==> config.mk <==
export PLATFORM = sky130hd
export DESIGN_NAME = seg7_scan_driver
export DESIGN_NICKNAME = d
export VERILOG_FILES = /design/src/rtl/seg7_scan_driver.sv
export SDC_FILE = /design/constraint.sdc
export NUM_CORES = 1
export LEC_CHECK = 0
export CAP_MARGIN = 20
export CORE_ASPECT_RATIO = 1.2
export CORE_MARGIN = 1.5
export CORE_UTILIZATION = 30
export CTS_CLUSTER_SIZE = 14
export DETAILED_ROUTE_END_ITERATION = 12
export GPL_ROUTABILITY_DRIVEN = 0
export MAX_ROUTING_LAYER = met4
export PLACE_DENSITY = 0.45
export RECOVER_POWER = 25
export SYNTH_ARGS = -nofsm -noshare
export SYNTH_HDL_FRONTEND = slang
export SYNTH_SLANG_ARGS = --single-unit
==> constraint.sdc <==
create_clock -name clk -period 2.1 [get_ports clk]
set_clock_uncertainty 0.1 [all_clocks]
set_input_delay 0.21 -clock clk [delete_from_list [all_inputs] [get_ports clk]]
set_output_delay 0.21 -clock clk [all_outputs]
set_load 0.01 [all_outputs]
==> src/rtl/seg7_scan_driver.sv <==
// Four-digit multiplexed 7-segment driver: sequential shift-add-3 binary-to-BCD plus digit scanning.
// Optional macro SEG7_LEADING_ZERO_BLANK_EN darkens leading-zero hundreds/tens digits.
module seg7_scan_driver #(
  parameter int SCAN_DIV = 100_000
) (
  input  logic        clk,
  input  logic        rst_n,
  input  logic [7:0]  value,
  input  logic [1:0]  level,
  input  logic        show_level,
  input  logic        blank,
  output logic [6:0]  seg,
  output logic [3:0]  an,
  output logic [11:0] bcd,
  output logic        busy
);

  typedef enum logic [1:0] {IDLE, SHIFT, DONE} state_t;

  localparam int PW = (SCAN_DIV > 1) ? $clog2(SCAN_DIV) : 1;

  state_t        state_reg, state_next;
  logic [7:0]    last_value_reg, lat_reg, shreg_reg;
  logic [11:0]   acc_reg, acc_adj, bcd_reg;
  logic [2:0]    cnt_reg;
  logic [PW-1:0] presc_reg;
  logic [1:0]    idx_reg;
  logic [3:0]    nib;
  logic          dark;
  logic [6:0]    seg_pat;
  logic [6:0]    seg_reg;
  logic [3:0]    an_reg;

  // Per-nibble +3 correction applied before each shift.
  for (genvar gi = 0; gi < 3; gi++) begin : g_adj
    assign acc_adj[gi*4 +: 4] = (acc_reg[gi*4 +: 4] >= 4'd5) ? acc_reg[gi*4 +: 4] + 4'd3
                                                            : acc_reg[gi*4 +: 4];
  end

  always_comb begin
    state_next = state_reg;
    case (state_reg)
      IDLE:    if (value != last_value_reg) state_next = SHIFT;
      SHIFT:   if (cnt_reg == 3'd7) state_next = DONE;
      DONE:    state_next = IDLE;
      default: state_next = IDLE;
    endcase
  end

  always_ff @(posedge clk or negedge rst_n) begin
    if (!rst_n) begin
      state_reg      <= IDLE;
      last_value_reg <= 8'd0;
      lat_reg        <= 8'd0;
      shreg_reg      <= 8'd0;
      acc_reg        <= 12'd0;
      cnt_reg        <= 3'd0;
      bcd_reg        <= 12'd0;
    end else begin
      state_reg <= state_next;
      case (state_reg)
        IDLE: if (value != last_value_reg) begin
          lat_reg   <= value;
          shreg_reg <= value;
          acc_reg   <= 12'd0;
          cnt_reg   <= 3'd0;
        end
        SHIFT: begin
          {acc_reg, shreg_reg} <= {acc_adj[10:0], shreg_reg, 1'b0};
          cnt_reg              <= cnt_reg + 3'd1;
        end
        DONE: begin
          bcd_reg        <= acc_reg;
          last_value_reg <= lat_reg;
        end
        default: ;
      endcase
    end
  end

  // Scan prescaler: the digit index advances once every SCAN_DIV clocks.
  always_ff @(posedge clk or negedge rst_n) begin
    if (!rst_n) begin
      presc_reg <= '0;
      idx_reg   <= 2'd0;
    end else if (presc_reg == PW'(SCAN_DIV - 1)) begin
      presc_reg <= '0;
      idx_reg   <= idx_reg + 2'd1;
    end else begin
      presc_reg <= presc_reg + 1'b1;
    end
  end

  always_comb begin
    nib  = 4'd0;
    dark = 1'b0;
    case (idx_reg)
      2'd0: nib = bcd_reg[3:0];
      2'd1: begin
        nib = bcd_reg[7:4];
`ifdef SEG7_LEADING_ZERO_BLANK_EN
        dark = (bcd_reg[11:8] == 4'd0) && (bcd_reg[7:4] == 4'd0);
`else
        dark = 1'b0;
`endif
      end
      2'd2: begin
        nib = bcd_reg[11:8];
`ifdef SEG7_LEADING_ZERO_BLANK_EN
        dark = (bcd_reg[11:8] == 4'd0);
`else
        dark = 1'b0;
`endif
      end
      default: begin
        nib  = {2'b00, level} + 4'd1;
        dark = !show_level || (level == 2'd3);
      end
    endcase
  end

  always_comb begin
    seg_pat = 7'h7F;
    case (nib)
      4'd0: seg_pat = 7'b1000000;
      4'd1: seg_pat = 7'b1111001;
      4'd2: seg_pat = 7'b0100100;
      4'd3: seg_pat = 7'b0110000;
      4'd4: seg_pat = 7'b0011001;
      4'd5: seg_pat = 7'b0010010;
      4'd6: seg_pat = 7'b0000010;
      4'd7: seg_pat = 7'b1111000;
      4'd8: seg_pat = 7'b0000000;
      4'd9: seg_pat = 7'b0010000;
      default: seg_pat = 7'h7F;
    endcase
  end

  always_ff @(posedge clk or negedge rst_n) begin
    if (!rst_n) begin
      seg_reg <= 7'h7F;
      an_reg  <= 4'hF;
    end else if (blank || dark) begin
      seg_reg <= 7'h7F;
      an_reg  <= 4'hF;
    end else begin
      seg_reg <= seg_pat;
      an_reg  <= ~(4'b0001 << idx_reg);
    end
  end

  assign seg  = seg_reg;
  assign an   = an_reg;
  assign bcd  = bcd_reg;
  assign busy = (state_reg != IDLE);

endmodule

==> results.txt <==
- The flow ran to the end, and the final reports show no timing, DRC or antenna violations.
* Number of global-route vias before repair: 2888
- The final hold violation count was 0.
- For this design the static power due to leakage is between 2 and 2.5 nW.
- Warnings, synthesis: 0
* Synth top area share: 0.4586
- The tree is rooted in a sky130_fd_sc_hd__clkbuf_16.
- Measured along the x axis, the die boundary spans around 110 µm.
- In the global route stage, overall resource usage came out at 0.1378.
* Number of synthesized flops with an enable pin: 0
- I/O Pins: 38
- The initialized floorplan defines 45 standard-cell rows.
* Cell area after synthesis: ~3900 µm²
- The share of the Yosys chip area taken by registers is 0.5322.
- In the final routed layout, each cell accounts on average for 14.67 µm.
* Number of cells traversed by the worst register-to-register path: 7
- In this run the cell area measured after placement is 4701 µm².
- In the final design database the tool counted between 400 and 500 nets.
* Minimum clock period: ~2100 ps
- Total number of vias: 2735
* Most used standard cell by instance count after synthesis: sky130_fd_sc_hd__dfrtp_1
- Count of different cell masters after synthesis: between 40 and 50
- CP endpoint kind: flip-flop
* Final hold slack: 381.9 ps
- Dividing the detail-routed via count by the number of cells gives 4.765.
- Vert. Die Dim: approximately 130 µm
* # placed instances: about 550
* Synth Area per Inst: about 12 µm²
* Worst flop-to-flop path endpoint: seg[3]
* Worst hold path class: flip-flop to flip-flop
* Post-synthesis adder-cell area fraction: 0.05732
- STA puts the critical path data arrival time at ~2200 ps.
- At the pin with the least slew margin, the transition time is roughly 760 ps.
- Global-route wire length before repair: about 14000 µm
- In this run the deepest clock path goes through 2 buffers.
- Worst path bufs/invs: 1
- Crit path launch type: flip-flop
- CTS saw 83 sinks.
* Total count of max-transition violations in the final report: 0
* Hold endpoint: presc_reg[0]
- VDD sags by at most ~0.00047 V.
- Part of the total power dissipated in combinational logic: 0.368
* Reg-to-reg startpoint: idx_reg[1]
- Sw frac: 0.3102
- The floorplan step defined a die boundary enclosing approximately 14000 µm².
- Yosys attributes the largest share of cell area to sky130_fd_sc_hd__dfrtp_1 (46%), sky130_fd_sc_hd__dfstp_2 (7.4%), sky130_fd_sc_hd__mux2_2 (7.2%).
- End-of-flow core utilization: 0.4040
* Slew margin rel.: 0.4928
- By count the netlist is led by sky130_fd_sc_hd__dfrtp_1 (72), sky130_fd_sc_hd__mux2_2 (25), sky130_fd_sc_hd__xnor2_1 (22), sky130_fd_sc_hd__ha_1 (18), sky130_fd_sc_hd__nand2_1 (17).
- Largest net degree at the start of global routing: 54
- Of all nets on the critical path, the largest fanout is 5.
* Total inserted antenna cells: 0
- Worst-case register-to-register setup slack: roughly 34 ps
* Unrepaired setup endpoints after global routing: yes
- Final setup fails: 0
* Overall Power: 6.595 mW
* Part of the total power dissipated in sequential elements: 0.382
- Setup tns final: 0 ps
- Async S/R FF share, synth: 1.000
- The worst hold path begins at presc_reg[0].
- Post-Syn Instances: 330
- Path type of the worst setup path: flip-flop to flip-flop
* Syn Nets: 362
- Clock transition time at the flip-flop clock pins of the worst setup and hold paths: 60 ps
- At the later pin of the worst-skew pair, clock insertion delay measures approximately 330 ps.
* Placed wire-length estimate after detailed placement: roughly 6000 µm
- Maximum operating frequency: around 480 MHz
- In this design, the largest share of critical-path delay is due to compound AO/OA/AOI/OAI gates.
- The register with the most flip-flops in the layout has 17 of them.
* Final routed DRC violation total: 0
- Total gr overflow: 0
- After synthesis the netlist holds a flip-flop and latch count of 83.
- Post-synthesis cell type with the largest combined area: sky130_fd_sc_hd__dfrtp_1
* Total CTS buffers: 9
* Dominant combinational cell family by area after synthesis: simple AND/OR/NAND/NOR gates
- Number of antenna violations at the first check in global routing: 0
- Portion of netlist area occupied by mux cells: 0.08280
- The post-synthesis compound-gate area fraction is 0.1099.
- Layout cell share with drive strength beyond 1: 0.2610
- Largest stage delay on the critical path: between 400 and 500 ps
- DRT Pass-1 Iters: 4
- Series of cell instances along the critical path: inv_4 -> ha_4 -> a222oi_1 -> mux2i_2 -> ha_1 -> o21ai_2 -> nand2b_4
- Area growth from synthesis to layout: 30.86%
* Fraction of the mapped netlist area in simple logic gates: 0.1258
- For this configuration, the core starts out at a cell density of 0.3088.
* Post-detailed-route count of antenna-violating nets: 0
- Fin cells: 574
- Among all flip-flop cells after synthesis, the most frequent one is sky130_fd_sc_hd__dfrtp_1.
- Power per unit of standard cell area: approximately 1300 nW/µm²
- During placement, the flow inserted port buffers numbering 37.
- Data required time at the worst endpoint: 2270 ps
- Max-cap violations in this run came to 0.
- Initial detailed-routing violation count: slightly below 90
- For this design the total switching power over the nets is between 2 and 2.5 mW.
- Detailed-route wire length: between 8000 and 9000 µm
- The H-tree was split into 3 levels.
- Hold Path Stages: 1
- Core box area: 12720 µm²
* Tcrit/Tclk final: 0.9837
- The slowest stage of the critical path belongs to the cell sky130_fd_sc_hd__a222oi_1.
- Clock share of power: 0.249
* Number of logic stages on the critical path including buffering: 7
- CTS tree: done
- OpenSTA, run right after detailed placement, puts the worst setup slack at -52.16 ps.
- Crit path setup slack, layout: 34.20 ps
- Xor/xnor share of the synthesized area: 0.06465
- Cell internal power was estimated by the tool at about 4.5 mW.
- Fin area: between 5000 and 6000 µm²
[cell families (layout without fill, tap and decap cells)]
kind of cell               Yosys count  count (layout)
AOI/OAI and AO/OA                   56              56
xor gates and xnor gates            29              29
adders and majority gates           18              18
buffers and inverters               27             107
DFF                                 83              83
muxes                               29              29
and+or+nand+nor                     88              88
[cells in the final DEF, fill, tap and decap left out, types with 7 or more instances in the layout]
master                            Yosys  final
sky130_fd_sc_hd__and3_1               7      7
sky130_fd_sc_hd__clkdlybuf4s50_1      0     36
sky130_fd_sc_hd__nand2b_1             8      7
sky130_fd_sc_hd__xnor2_1             22     22
sky130_fd_sc_hd__dfstp_2             11     11
sky130_fd_sc_hd__inv_1               15     13
sky130_fd_sc_hd__nand2_1             17     17
sky130_fd_sc_hd__nor3_1               7      7
sky130_fd_sc_hd__buf_4                0     37
sky130_fd_sc_hd__a21oi_1              7      7
sky130_fd_sc_hd__mux2_2              25     25
sky130_fd_sc_hd__o21ai_0             14     11
sky130_fd_sc_hd__xor2_1               7      7
sky130_fd_sc_hd__a221o_1              7      7
sky130_fd_sc_hd__a22o_1               9      9
sky130_fd_sc_hd__dfrtp_1             72     70
sky130_fd_sc_hd__clkbuf_16            0      9
sky130_fd_sc_hd__nor2_1              10     10
sky130_fd_sc_hd__and2_1               8      8
sky130_fd_sc_hd__ha_1                18     13
[metal layers]
metal | vias to the layer above | global-route usage | share of wire | wire length (µm)
li1 | 1330 | - | - | -
met1 | 1353 | 0.1596 | 0.44 | 3692
met2 | 43 | 0.2323 | 0.51 | 4309
met3 | 9 | 0.02938 | 0.035 | 295
met4 | 0 | 0.05573 | 0.014 | 121
met5 | - | - | 0 | 0
[worst register-to-register path: cells and delay by family (launching register included)]
family                   cells  cell delay, ps
multiplexers                 1             210
adder cells (fa/ha/maj)      2             530
AO/OA/AOI/OAI                2             620
flip-flops                   1             430
buffers and inverters        1              60
AND/OR/NAND/NOR              1              60
[worst max-delay path by stage]
stage	start	to	slack, ps
after floorplan	idx_reg[0]	seg[3]	50
after global placement	idx_reg[0]	seg[3]	20
after detailed placement	idx_reg[0]	seg[3]	-50
final	idx_reg[1]	seg[3]	30
after global routing	idx_reg[1]	seg[1]	-90
after CTS	idx_reg[0]	seg[2]	3
[power groups by stage]
stage	Clock (mW)	Sequential [mW]	Combinational [mW]
floorplan	0	2.50	1.47
global placement	0	2.55	2.34
detailed placement	0	2.56	2.39
CTS	1.71	2.53	2.42
global route	1.77	2.59	2.71
finish	1.65	2.52	2.43
[layout make-up]
class | count | area, µm²
Fill cell | 1272 | 7584
Sequential cell | 83 | 2093
Multi-Input combinational cell | 220 | 1803
Timing Repair Buffer | 76 | 673.1
Clock buffer | 13 | 240.2
Tap cell | 164 | 205.2
Clock inverter | 3 | 65.06
Inverter | 15 | 61.31
[repair_timing]
action / CTS / global route
endpoints found under the hold margin: 19 / 0
hold buffers: 1 / 0
buffers inserted: 4 / 4
gates cloned: 0 / 0
endpoints found under the setup margin: 4 / 7
gates resized for setup: 3 / 20
pin swaps: 3 / 8
(Power assumes the default switching activity.)
